**src/rtl/rx_token_check_if.sv**
```systemverilog
// Receive-side token checker bus: deserializer inputs plus decoded results.
// Master drives the received byte stream; slave (the checker) drives the results.
interface rx_token_check_if #(
    parameter int CNT_W = 8
);
    logic             rx_sop;
    logic             rx_byte_valid;
    logic [7:0]       rx_byte;
    logic             rx_eop;
    logic             rx_handshake_on;

    logic             rx_pid_en;
    logic [3:0]       rx_pid;
    logic [6:0]       rx_addr;
    logic [3:0]       rx_endp;
    logic             rx_err_en;
    logic [1:0]       rx_err_code;
    logic [CNT_W-1:0] crc_err_cnt;
    logic [CNT_W-1:0] pid_err_cnt;

    modport master (
        output rx_sop, rx_byte_valid, rx_byte, rx_eop, rx_handshake_on,
        input  rx_pid_en, rx_pid, rx_addr, rx_endp, rx_err_en, rx_err_code,
        input  crc_err_cnt, pid_err_cnt
    );

    modport slave (
        input  rx_sop, rx_byte_valid, rx_byte, rx_eop, rx_handshake_on,
        output rx_pid_en, rx_pid, rx_addr, rx_endp, rx_err_en, rx_err_code,
        output crc_err_cnt, pid_err_cnt
    );
endinterface

```
**src/rtl/rx_token_check.sv**
```systemverilog
// USB TOKEN/HANDSHAKE checker: PID check, CRC5, length; emits rx_pid_en with addr/endp.
// Latency: one cycle from the triggering byte/eop/sop to the registered pulse.
// No backpressure: the byte stream is consumed at line rate, one byte per strobe.
module rx_token_check #(
    parameter int CNT_W = 8
) (
    input  logic           clk,
    input  logic           rst,
    rx_token_check_if.slave bus
);

    typedef enum logic [2:0] {
        IDLE,
        PID,
        TOK1,
        TOK2,
        WAIT_EOP,
        IGNORE
    } state_t;

    localparam logic [1:0]       ERR_PID  = 2'b01;
    localparam logic [1:0]       ERR_CRC  = 2'b10;
    localparam logic [1:0]       ERR_LEN  = 2'b11;
    localparam logic [4:0]       CRC_INIT = 5'b11111;
    localparam logic [4:0]       CRC_GOOD = 5'b01100;
    localparam logic [CNT_W-1:0] CNT_ONE  = CNT_W'(1);
    localparam logic [CNT_W-1:0] CNT_MAX  = '1;

    // Eight serial CRC5 steps, LSB of the byte first (wire order).
    function automatic logic [4:0] crc5_byte(input logic [4:0] crc_in, input logic [7:0] d);
        logic [4:0] c;
        logic       fb;
        c = crc_in;
        for (int i = 0; i < 8; i++) begin
            fb = c[4] ^ d[i];
            c  = {c[3:0], 1'b0} ^ (fb ? 5'b00101 : 5'b00000);
        end
        return c;
    endfunction

    state_t           state_q;
    state_t           state_nxt;
    state_t           post_st;
    logic [4:0]       crc_q;
    logic [4:0]       crc_nxt;
    logic [3:0]       pend_pid_q;
    logic [3:0]       pend_pid_nxt;
    logic [6:0]       pend_addr_q;
    logic [6:0]       pend_addr_nxt;
    logic [3:0]       pend_endp_q;
    logic [3:0]       pend_endp_nxt;

    logic             pid_pulse;
    logic             upd_token;
    logic             err_pulse;
    logic [1:0]       err_code_nxt;
    logic             crc_inc;
    logic             pid_inc;

    logic             pid_en_q;
    logic [3:0]       pid_q;
    logic [6:0]       addr_q;
    logic [3:0]       endp_q;
    logic             err_en_q;
    logic [1:0]       err_code_q;
    logic [CNT_W-1:0] crc_cnt_q;
    logic [CNT_W-1:0] pid_cnt_q;

    always_comb begin
        state_nxt     = state_q;
        post_st       = state_q;
        crc_nxt       = crc_q;
        pend_pid_nxt  = pend_pid_q;
        pend_addr_nxt = pend_addr_q;
        pend_endp_nxt = pend_endp_q;
        pid_pulse     = 1'b0;
        upd_token     = 1'b0;
        err_pulse     = 1'b0;
        err_code_nxt  = ERR_LEN;
        crc_inc       = 1'b0;
        pid_inc       = 1'b0;

        if (bus.rx_sop) begin
            // A new start while a packet is still open aborts it; any same-cycle byte is dropped.
            if (state_q != IDLE && state_q != IGNORE) begin
                err_pulse    = 1'b1;
                err_code_nxt = ERR_LEN;
            end
            state_nxt = PID;
        end else begin
            if (bus.rx_byte_valid) begin
                case (state_q)
                    PID: begin
                        if (bus.rx_byte[7:4] != ~bus.rx_byte[3:0]) begin
                            err_pulse    = 1'b1;
                            err_code_nxt = ERR_PID;
                            pid_inc      = 1'b1;
                            post_st      = IGNORE;
                        end else begin
                            pend_pid_nxt = bus.rx_byte[3:0];
                            crc_nxt      = CRC_INIT;
                            case (bus.rx_byte[1:0])
                                2'b01:   post_st = TOK1;
                                2'b10:   post_st = WAIT_EOP;
                                default: post_st = IGNORE;
                            endcase
                        end
                    end
                    TOK1: begin
                        pend_addr_nxt = bus.rx_byte[6:0];
                        pend_endp_nxt = {pend_endp_q[3:1], bus.rx_byte[7]};
                        crc_nxt       = crc5_byte(crc_q, bus.rx_byte);
                        post_st       = TOK2;
                    end
                    TOK2: begin
                        pend_endp_nxt = {bus.rx_byte[2:0], pend_endp_q[0]};
                        crc_nxt       = crc5_byte(crc_q, bus.rx_byte);
                        post_st       = WAIT_EOP;
                    end
                    WAIT_EOP: begin
                        err_pulse    = 1'b1;
                        err_code_nxt = ERR_LEN;
                        post_st      = IGNORE;
                    end
                    default: ;
                endcase
            end

            state_nxt = post_st;

            // End-of-packet is judged against the state after this cycle's byte.
            if (bus.rx_eop) begin
                case (post_st)
                    PID, TOK1, TOK2: begin
                        err_pulse    = 1'b1;
                        err_code_nxt = ERR_LEN;
                        state_nxt    = IDLE;
                    end
                    WAIT_EOP: begin
                        state_nxt = IDLE;
                        if (pend_pid_nxt[1:0] == 2'b01) begin
                            if (crc_nxt == CRC_GOOD) begin
                                pid_pulse = 1'b1;
                                upd_token = 1'b1;
                            end else begin
                                err_pulse    = 1'b1;
                                err_code_nxt = ERR_CRC;
                                crc_inc      = 1'b1;
                            end
                        end else if (bus.rx_handshake_on) begin
                            pid_pulse = 1'b1;
                        end
                    end
                    IGNORE:  state_nxt = IDLE;
                    default: ;
                endcase
            end
        end
    end

    always_ff @(posedge clk) begin
        if (rst) begin
            state_q     <= IDLE;
            crc_q       <= CRC_INIT;
            pend_pid_q  <= '0;
            pend_addr_q <= '0;
            pend_endp_q <= '0;
            pid_en_q    <= 1'b0;
            pid_q       <= '0;
            addr_q      <= '0;
            endp_q      <= '0;
            err_en_q    <= 1'b0;
            err_code_q  <= '0;
            crc_cnt_q   <= '0;
            pid_cnt_q   <= '0;
        end else begin
            state_q     <= state_nxt;
            crc_q       <= crc_nxt;
            pend_pid_q  <= pend_pid_nxt;
            pend_addr_q <= pend_addr_nxt;
            pend_endp_q <= pend_endp_nxt;
            pid_en_q    <= pid_pulse;
            err_en_q    <= err_pulse;
            if (pid_pulse) begin
                pid_q <= pend_pid_nxt;
            end
            if (upd_token) begin
                addr_q <= pend_addr_nxt;
                endp_q <= pend_endp_nxt;
            end
            if (err_pulse) begin
                err_code_q <= err_code_nxt;
            end
            if (crc_inc && crc_cnt_q != CNT_MAX) begin
                crc_cnt_q <= crc_cnt_q + CNT_ONE;
            end
            if (pid_inc && pid_cnt_q != CNT_MAX) begin
                pid_cnt_q <= pid_cnt_q + CNT_ONE;
            end
        end
    end

    assign bus.rx_pid_en   = pid_en_q;
    assign bus.rx_pid      = pid_q;
    assign bus.rx_addr     = addr_q;
    assign bus.rx_endp     = endp_q;
    assign bus.rx_err_en   = err_en_q;
    assign bus.rx_err_code = err_code_q;
    assign bus.crc_err_cnt = crc_cnt_q;
    assign bus.pid_err_cnt = pid_cnt_q;

endmodule

```
**src/flat_wrapper.sv**
```systemverilog
// flat-port wrapper written by rule: the top's interface ports become plain ports
module rx_token_check_flat 
#(
    parameter int CNT_W = 8
)
  (clk, rst, bus_rx_sop, bus_rx_byte_valid, bus_rx_byte, bus_rx_eop, bus_rx_handshake_on, bus_rx_pid_en, bus_rx_pid, bus_rx_addr, bus_rx_endp, bus_rx_err_en, bus_rx_err_code, bus_crc_err_cnt, bus_pid_err_cnt);
  rx_token_check_if #(.CNT_W(CNT_W)) bus_i ();
  input  logic clk;
  input  logic rst;
  input wire logic [$bits(bus_i.rx_sop)-1:0] bus_rx_sop;
  input wire logic [$bits(bus_i.rx_byte_valid)-1:0] bus_rx_byte_valid;
  input wire logic [$bits(bus_i.rx_byte)-1:0] bus_rx_byte;
  input wire logic [$bits(bus_i.rx_eop)-1:0] bus_rx_eop;
  input wire logic [$bits(bus_i.rx_handshake_on)-1:0] bus_rx_handshake_on;
  output wire logic [$bits(bus_i.rx_pid_en)-1:0] bus_rx_pid_en;
  output wire logic [$bits(bus_i.rx_pid)-1:0] bus_rx_pid;
  output wire logic [$bits(bus_i.rx_addr)-1:0] bus_rx_addr;
  output wire logic [$bits(bus_i.rx_endp)-1:0] bus_rx_endp;
  output wire logic [$bits(bus_i.rx_err_en)-1:0] bus_rx_err_en;
  output wire logic [$bits(bus_i.rx_err_code)-1:0] bus_rx_err_code;
  output wire logic [$bits(bus_i.crc_err_cnt)-1:0] bus_crc_err_cnt;
  output wire logic [$bits(bus_i.pid_err_cnt)-1:0] bus_pid_err_cnt;
  assign bus_i.rx_sop = bus_rx_sop;
  assign bus_i.rx_byte_valid = bus_rx_byte_valid;
  assign bus_i.rx_byte = bus_rx_byte;
  assign bus_i.rx_eop = bus_rx_eop;
  assign bus_i.rx_handshake_on = bus_rx_handshake_on;
  assign bus_rx_pid_en = bus_i.rx_pid_en;
  assign bus_rx_pid = bus_i.rx_pid;
  assign bus_rx_addr = bus_i.rx_addr;
  assign bus_rx_endp = bus_i.rx_endp;
  assign bus_rx_err_en = bus_i.rx_err_en;
  assign bus_rx_err_code = bus_i.rx_err_code;
  assign bus_crc_err_cnt = bus_i.crc_err_cnt;
  assign bus_pid_err_cnt = bus_i.pid_err_cnt;
  rx_token_check #(.CNT_W(CNT_W)) u_core (.clk(clk), .rst(rst), .bus(bus_i));
endmodule
```
**config.mk**
```make
export PLATFORM = sky130hd
export DESIGN_NAME = rx_token_check_flat
export DESIGN_NICKNAME = d
export VERILOG_FILES = /design/src/rtl/rx_token_check_if.sv /design/src/rtl/rx_token_check.sv /design/src/flat_wrapper.sv
export SDC_FILE = /design/constraint.sdc
export NUM_CORES = 1
export LEC_CHECK = 0
export ABC_AREA = 1
export CORE_MARGIN = 4
export CORE_UTILIZATION = 48
export CTS_CLUSTER_DIAMETER = 40
export DETAILED_ROUTE_END_ITERATION = 10
export MAX_ROUTING_LAYER = met4
export PLACE_DENSITY = 0.8
export SLEW_MARGIN = 20
export SYNTH_ARGS = -nofsm -noshare
export SYNTH_HDL_FRONTEND = slang
export SYNTH_SLANG_ARGS = --single-unit
```
**constraint.sdc**
```tcl
create_clock -name clk -period 1.8 [get_ports clk]
set_input_delay 0.36 -clock clk [delete_from_list [all_inputs] [get_ports clk]]
set_output_delay 0.36 -clock clk [all_outputs]
set_load 0.02 [all_outputs]
```
After elaboration in Yosys (flattened, before gate mapping) --
Cells that the tools add are included.
Word-level totals: output and inout bits 35, logic and storage cells 124, bits in registers 58, input bits 14
Cells by class: bitwise operators 17, reductions and logical operators 8, add/subtract/negate cells 2, mux-type cells 66, equal/unequal tests 17
Operators by type and width (count):
- $xor A5 B5 Y5 | 8
- $mux W3 | 13
- $mux W4 | 7
- $mux W1 | 26
- $mux W7 | 3
- $add A8 B1 Y8 const B | 2
- $ne A8 B8 Y1 const B | 2
- $mux W5 | 3
- $mux W2 | 7
- $eq A3 B2 Y1 const B | 4
- $pmux W3 S4 | 1
- $pmux W5 S2 | 1
- $eq A3 B3 Y1 const B | 3
- $pmux W4 S2 | 1
- $xor A1 B1 Y1 | 8
- $eq A3 B1 Y1 const B | 2
- $pmux W3 S2 | 1
- $eq A5 B4 Y1 const B | 1
- $reduce_or A5 Y1 | 1
- $eq A2 B1 Y1 const B | 2
- $ne A4 B4 Y1 | 1
- $not A4 Y4 | 1
- $pmux W1 S2 | 2
- $pmux W2 S2 | 1
- 6 further kinds | 9

Longest topological paths before layout --
depth in word-level cells 34, depth in mapped cells 19, gate-level depth less buffers 19

Worst setup path after synthesis --
No wires, ideal clock.
path type register to register, from register u_core.pid_cnt_q[1] (netlist: u_core.bus.pid_err_cnt[1]), to register u_core.pid_cnt_q[7] (netlist: u_core.bus.pid_err_cnt[7]), data arrival time 1.898 ns, setup slack -0.168 ns, stages on the path, launching flop included 12, data required time 1.730 ns, library setup time 0.070 ns, path buffers 0, period minus slack after synthesis 1.968 ns, cell sequence dfxtp_1 ha_1 inv_1 nor4_1 inv_1 o21ai_1 nor3_1 nand3_1 nor2_1 inv_1 o21ai_0 a21oi_1
Between the ends: cells in the longest elaborated chain, start to end 2, elaborated cells between the ends (all ways) 3, those cells by class 1 x add/sub; 1 x eq/ne; 1 x reduce/logical
RTL lines:
- start, declared | line rx_token_check.sv:67 | logic [CNT_W-1:0] pid_cnt_q;
- start signal, assigned | line rx_token_check.sv:198 | pid_cnt_q <= pid_cnt_q + CNT_ONE;
- parallel branches: the longest is 2 deep, another holds $add A8 B1 Y8
Several ways; the timed one is not identified. A chain may end at the register's enable or synchronous reset.

Final worst setup path --
from register u_core.crc_q[2], to register u_core.addr_q[2] (netlist: u_core.bus.rx_addr[2])
Between the ends: cells in the longest elaborated chain, start to end 21, elaborated cells between the ends (all ways) 24, those cells by class 1 x eq/ne; 12 x mux; 11 x bitwise
RTL lines:
- start, declared | line rx_token_check.sv:44 | logic [4:0] crc_q;
- start signal, assigned | line rx_token_check.sv:178 | crc_q <= crc_nxt;
- $xor A5 B5 Y5 (2 in a row) | line rx_token_check.sv:36 | c = {c[3:0], 1'b0} ^ (fb ? 5'b00101 : 5'b00000);
- $xor A1 B1 Y1 | line rx_token_check.sv:35 | fb = c[4] ^ d[i];
- $mux W3 | line rx_token_check.sv:36
- $xor A5 B5 Y5 (3 in a row) | line rx_token_check.sv:36
- $xor A5 B5 Y5 or $xor A1 B1 Y1 (tied branches) | line rx_token_check.sv:36, rx_token_check.sv:35
- $xor A5 B5 Y5 or $mux W3 (tied branches) | line rx_token_check.sv:36
- $xor A1 B1 Y1 or $xor A5 B5 Y5 (tied branches) | line rx_token_check.sv:35, rx_token_check.sv:36
- $mux W3 or $xor A5 B5 Y5 (tied branches) | line rx_token_check.sv:36
- [2 not listed]
- $mux W5 * | line rx_token_check.sv:91 | if (bus.rx_byte_valid) begin
- $mux W5 * | line rx_token_check.sv:83 | if (bus.rx_sop) begin
- $eq A5 B4 Y1 * | line rx_token_check.sv:142 | if (crc_nxt == CRC_GOOD) begin
- $mux W1 * | line rx_token_check.sv:142
- $mux W1 * | line rx_token_check.sv:141 | if (pend_pid_nxt[1:0] == 2'b01) begin
- $mux W1 * | line rx_token_check.sv:133 | case (post_st)
- $mux W1 * | line rx_token_check.sv:132 | if (bus.rx_eop) begin
- $mux W1 * | line rx_token_check.sv:83
- end signal, assigned | line rx_token_check.sv:188 | addr_q <= pend_addr_nxt;
- end, declared | line rx_token_check.sv:62 | logic [6:0] addr_q;
Every way passes the cells marked *; elsewhere a longest branch is shown, timed or not. The select of a mux whose other input is x is not followed.

==> results.py <==
metrics = {
    "detailed_routing": {
        "wl_um": 10600,
        "dr.pass1.iters": 4,
        "drtIter0Drc": 273,
        "drc": 0,
        "vias_per_cell": 5.40,
        "wl_per_cell_um": 15.6,
        "ant_nets": 0,
        "vias": 3673,
    },
    "yosys": {
        "yosys_warnings": 0,
        "ys_ff_latch": 58,
        "synth_nets": 489,
        "synth_seq_area_share": 0.378,
        "synth_cells": 472,
        "syn_area_per_cell_um2": 6.51,
        "synth.cell_area_um2": 3070,
        "yosysUniqueCellTypes": 36,
    },
    "floorplan": {
        "die_h_um": 88.0,
        "initial_core_util": 0.507,
        "io_pins": 49,
        "die_width_um": 88.0,
        "rows": 28,
        "coreArea_um2": 6060,
        "dieArea_um2": 7740,
    },
    "sta": {
        "finalHoldViolCount": 0,
        "relSlewSlack": 0.733,
        "setup_ws_ns": -0.418,
        "finalCriticalPeriod_ns": 2.22,
        "drv_slew": 0,
        "fmax_mhz": 451,
        "rsz0062_at_grt": "yes",
        "worst_slew_pin_slew_ns": 0.400,
        "finalClockSkew_ns": 0.00960,
        "min_period_over_period": 1.23,
        "finalSetupViolations": 33,
    },
    "run": {
        "maxCapViolations": 0,
    },
    "finish": {
        "final_util": 0.813,
        "drive_above_1_share": 0.392,
        "layout_common_cells": "nand2_1 (97), buf_4 (66), nor2_1 (62), dfxtp_1 (49)",
        "diodes": 0,
        "final_common_cell": "nand2_1",
        "fin_nets": 617,
        "syn2layout_area_growth_pct": 60.3,
    },
    "status": {
        "outcome": "complete, but fails checks",
        "violations": "negative setup slack",
    },
    "worst_setup_path": {
        "endpoint_kind": "flop",
        "startpoint": "u_core.crc_q[2]$_SDFFE_PP1N_",
        "crit_fanout": 6,
        "cp.required_ns": 2.04,
        "cp_slowest_stage_delay_ns": 0.36,
        "critical-path-slowest-cell": "dfxtp_2",
        "reg2reg_slack_ns": -0.42,
        "path_cells": "inv_2, nand2_1, nand3_1, nand2_2, inv_1, nand2_2, nand2_2, a21oi_2, nand2_1, nor2_2, nand3_4, nor3b_4, buf_6, buf_12, inv_2, nor2_1, nor2_1",
        "path_delay_family": "simple AND/OR/NAND/NOR gates",
        "cp_common_cell": "nand2_2",
        "r2r-start": "u_core.crc_q[2]$_SDFFE_PP1N_",
        "crit_path_end": "u_core.bus.rx_addr[2]$_SDFFE_PP0P_",
        "cp.depth": 17,
        "path_class": "reg2reg",
        "rr_endpoint": "u_core.bus.rx_addr[2]$_SDFFE_PP0P_",
        "critPathBufInv": 5,
        "rr_worst_depth": 17,
        "startpoint_type": "flop",
        "worstPathArrival_ns": 2.45,
    },
    "clocking": {
        "cts_max_level": 3,
        "cts_tree": "built",
        "cts_inserted_buffers": 9,
        "clockBufferDepth": 2,
        "path_clk_slew_ns": 0.08,
        "root_buffer": "clkbuf_8",
        "cts.sinks": 58,
        "worstSkewPairLatency_ns": 0.34,
    },
    "global_route": {
        "antenna_found_initial": 0,
        "grt_pass1_wl_um": 15400,
        "grt_usage": 0.260,
        "first_global_vias": 3481,
        "grt_max_degree": 26,
        "grt_overflow": 0,
    },
    "power": {
        "peakVddDrop_uv": 530,
        "p_leak_uw": 0.00232,
        "power.density_nw_per_um2": 637,
        "power_uw": 3140,
    },
    "place": {
        "dp_slack_ns": -1.01,
        "gp_congestion": 0.913,
        "io_buffers": 48,
        "dpl.hpwl_um": 6150,
    },
    "hold_path": {
        "min_path_type": "reg2reg",
        "hold_start": "u_core.bus.rx_pid[0]$_SDFFE_PP0P_",
    },
}
==> final cells by class <==
type / instances / area (um^2)
clock buffer: 10 / 138
clock inverter: 6 / 42.5
fill: 400 / 1140
inverter: 60 / 230
multi-input combinational: 344 / 2080
sequential: 58 / 1180
tap: 75 / 93.8
timing repair buffer: 127 / 1160
==> layer usage <==
layer  wire [um]  GRT usage  vias up
met5           0          -        -
met4         378      0.113        0
met3         531     0.0414       36
met2        5370      0.432      128
met1        4360      0.309     1759
li1            -          -     1750
==> synth_stat cells <==
library cell  instances  area share
nor3_1                7       0.011
mux2i_1               1      0.0033
xor2_1                2      0.0057
nor3b_1               1      0.0024
nand3b_1              2      0.0049
a21boi_0              1      0.0024
nand4_2               1      0.0041
o31ai_1               1      0.0024
o21ai_0              13       0.021
buf_1                 1      0.0012
nor2_1               69       0.084
o21ai_2               1      0.0029
nand2_1             137        0.17
nor2_4                2      0.0073
nand2_2               9       0.018
nand3_1              34       0.055
xnor2_1               8       0.023
o22a_1                1      0.0029
a21oi_2               3      0.0086
dfxtp_1              58        0.38
o21ai_1               3      0.0049
nand4_1               2      0.0041
nor2_2                2      0.0041
nor4_1                2      0.0041
a21oi_1              31       0.051
nor3b_4               1      0.0061
clkinv_1              1      0.0012
buf_6                 2      0.0073
a31oi_1               1      0.0020
ha_1                  3       0.012
inv_2                 8      0.0098
inv_1                51       0.062
o211ai_1              3      0.0073
clkbuf_1              7      0.0086
and2_1                1      0.0020
nand3_2               2      0.0065
==> where the power goes <==
group          switching (uW)  total, uW  internal (uW)
sequential               23.6       1330           1310
combinational             404        710            306
clock                     558       1090            536
==> worst min-delay path by stage <==
| stage | to | slack (ns) | cells after the start |
|---|---|---|---|
| global route | u_core.bus.rx_pid[0]$_SDFFE_PP0P_ | 0.50 | 2 |
| CTS | u_core.bus.rx_pid[0]$_SDFFE_PP0P_ | 0.47 | 2 |
| detailed placement | u_core.bus.rx_pid[0]$_SDFFE_PP0P_ | 0.46 | 2 |
| global placement | u_core.bus.pid_err_cnt[7]$_SDFFE_PP0P_ | 0.46 | 2 |
| finish | u_core.bus.rx_pid[0]$_SDFFE_PP0P_ | 0.48 | 2 |
| floorplan | u_core.pend_addr_q[0]$_SDFF_PP0_ | 0.45 | 2 |
==> tightest hold or removal path, stage by stage, from the launching register on <==
cell and delay, ns:
dfxtp_1 0.32, nand2_1 0.06, a21oi_1 0.06
==> what timing repair did <==
action	CTS	global route
endpoints found under the setup margin	43	46
pin swaps	34	48
resized for setup	88	88
hold buffers	0	0
buffers inserted	11	8
cloned	2	0
==> registers in the layout, indices dropped and copies added (netlist names) <==
signal	cells
u_core.state_q	3
u_core.bus.rx_addr	7
u_core.bus.rx_endp	4
u_core.bus.crc_err_cnt	8
u_core.pend_endp_q	4
u_core.pend_addr_q	7
u_core.bus.rx_pid	4
u_core.crc_q	5
u_core.bus.rx_err_code	2
u_core.bus.rx_pid_en	1
u_core.bus.pid_err_cnt	8
u_core.pend_pid_q	4
u_core.bus.rx_err_en	1
==> through the flow <==
step / instances / hold slack, ns / cell area (um^2) / TNS [ns]
floorplan: 472 / 0.446 / 3110 / -0.511
global placement: 643 / 0.457 / 4100 / -35.11
detailed placement: 643 / 0.459 / 4100 / -36.80
CTS: 672 / 0.473 / 4590 / -5.64
global route: 680 / 0.504 / 4920 / -12.64
finish: 680 / 0.482 / 4920 / -9.04
==> kinds of logic (layout without fill, tap and decap cells) <==
group | Yosys count | after routing | share of synthesized area
compound gates | 58 | 58 | 0.105
buf+inv | 70 | 203 | 0.0904
simple gates | 272 | 272 | 0.382
fa+ha+maj | 3 | 3 | 0.0122
xor+xnor | 10 | 10 | 0.0285
flops | 58 | 58 | 0.378
mux | 1 | 1 | 0.00326
Note: power is estimated with default switching activity, not from simulation.
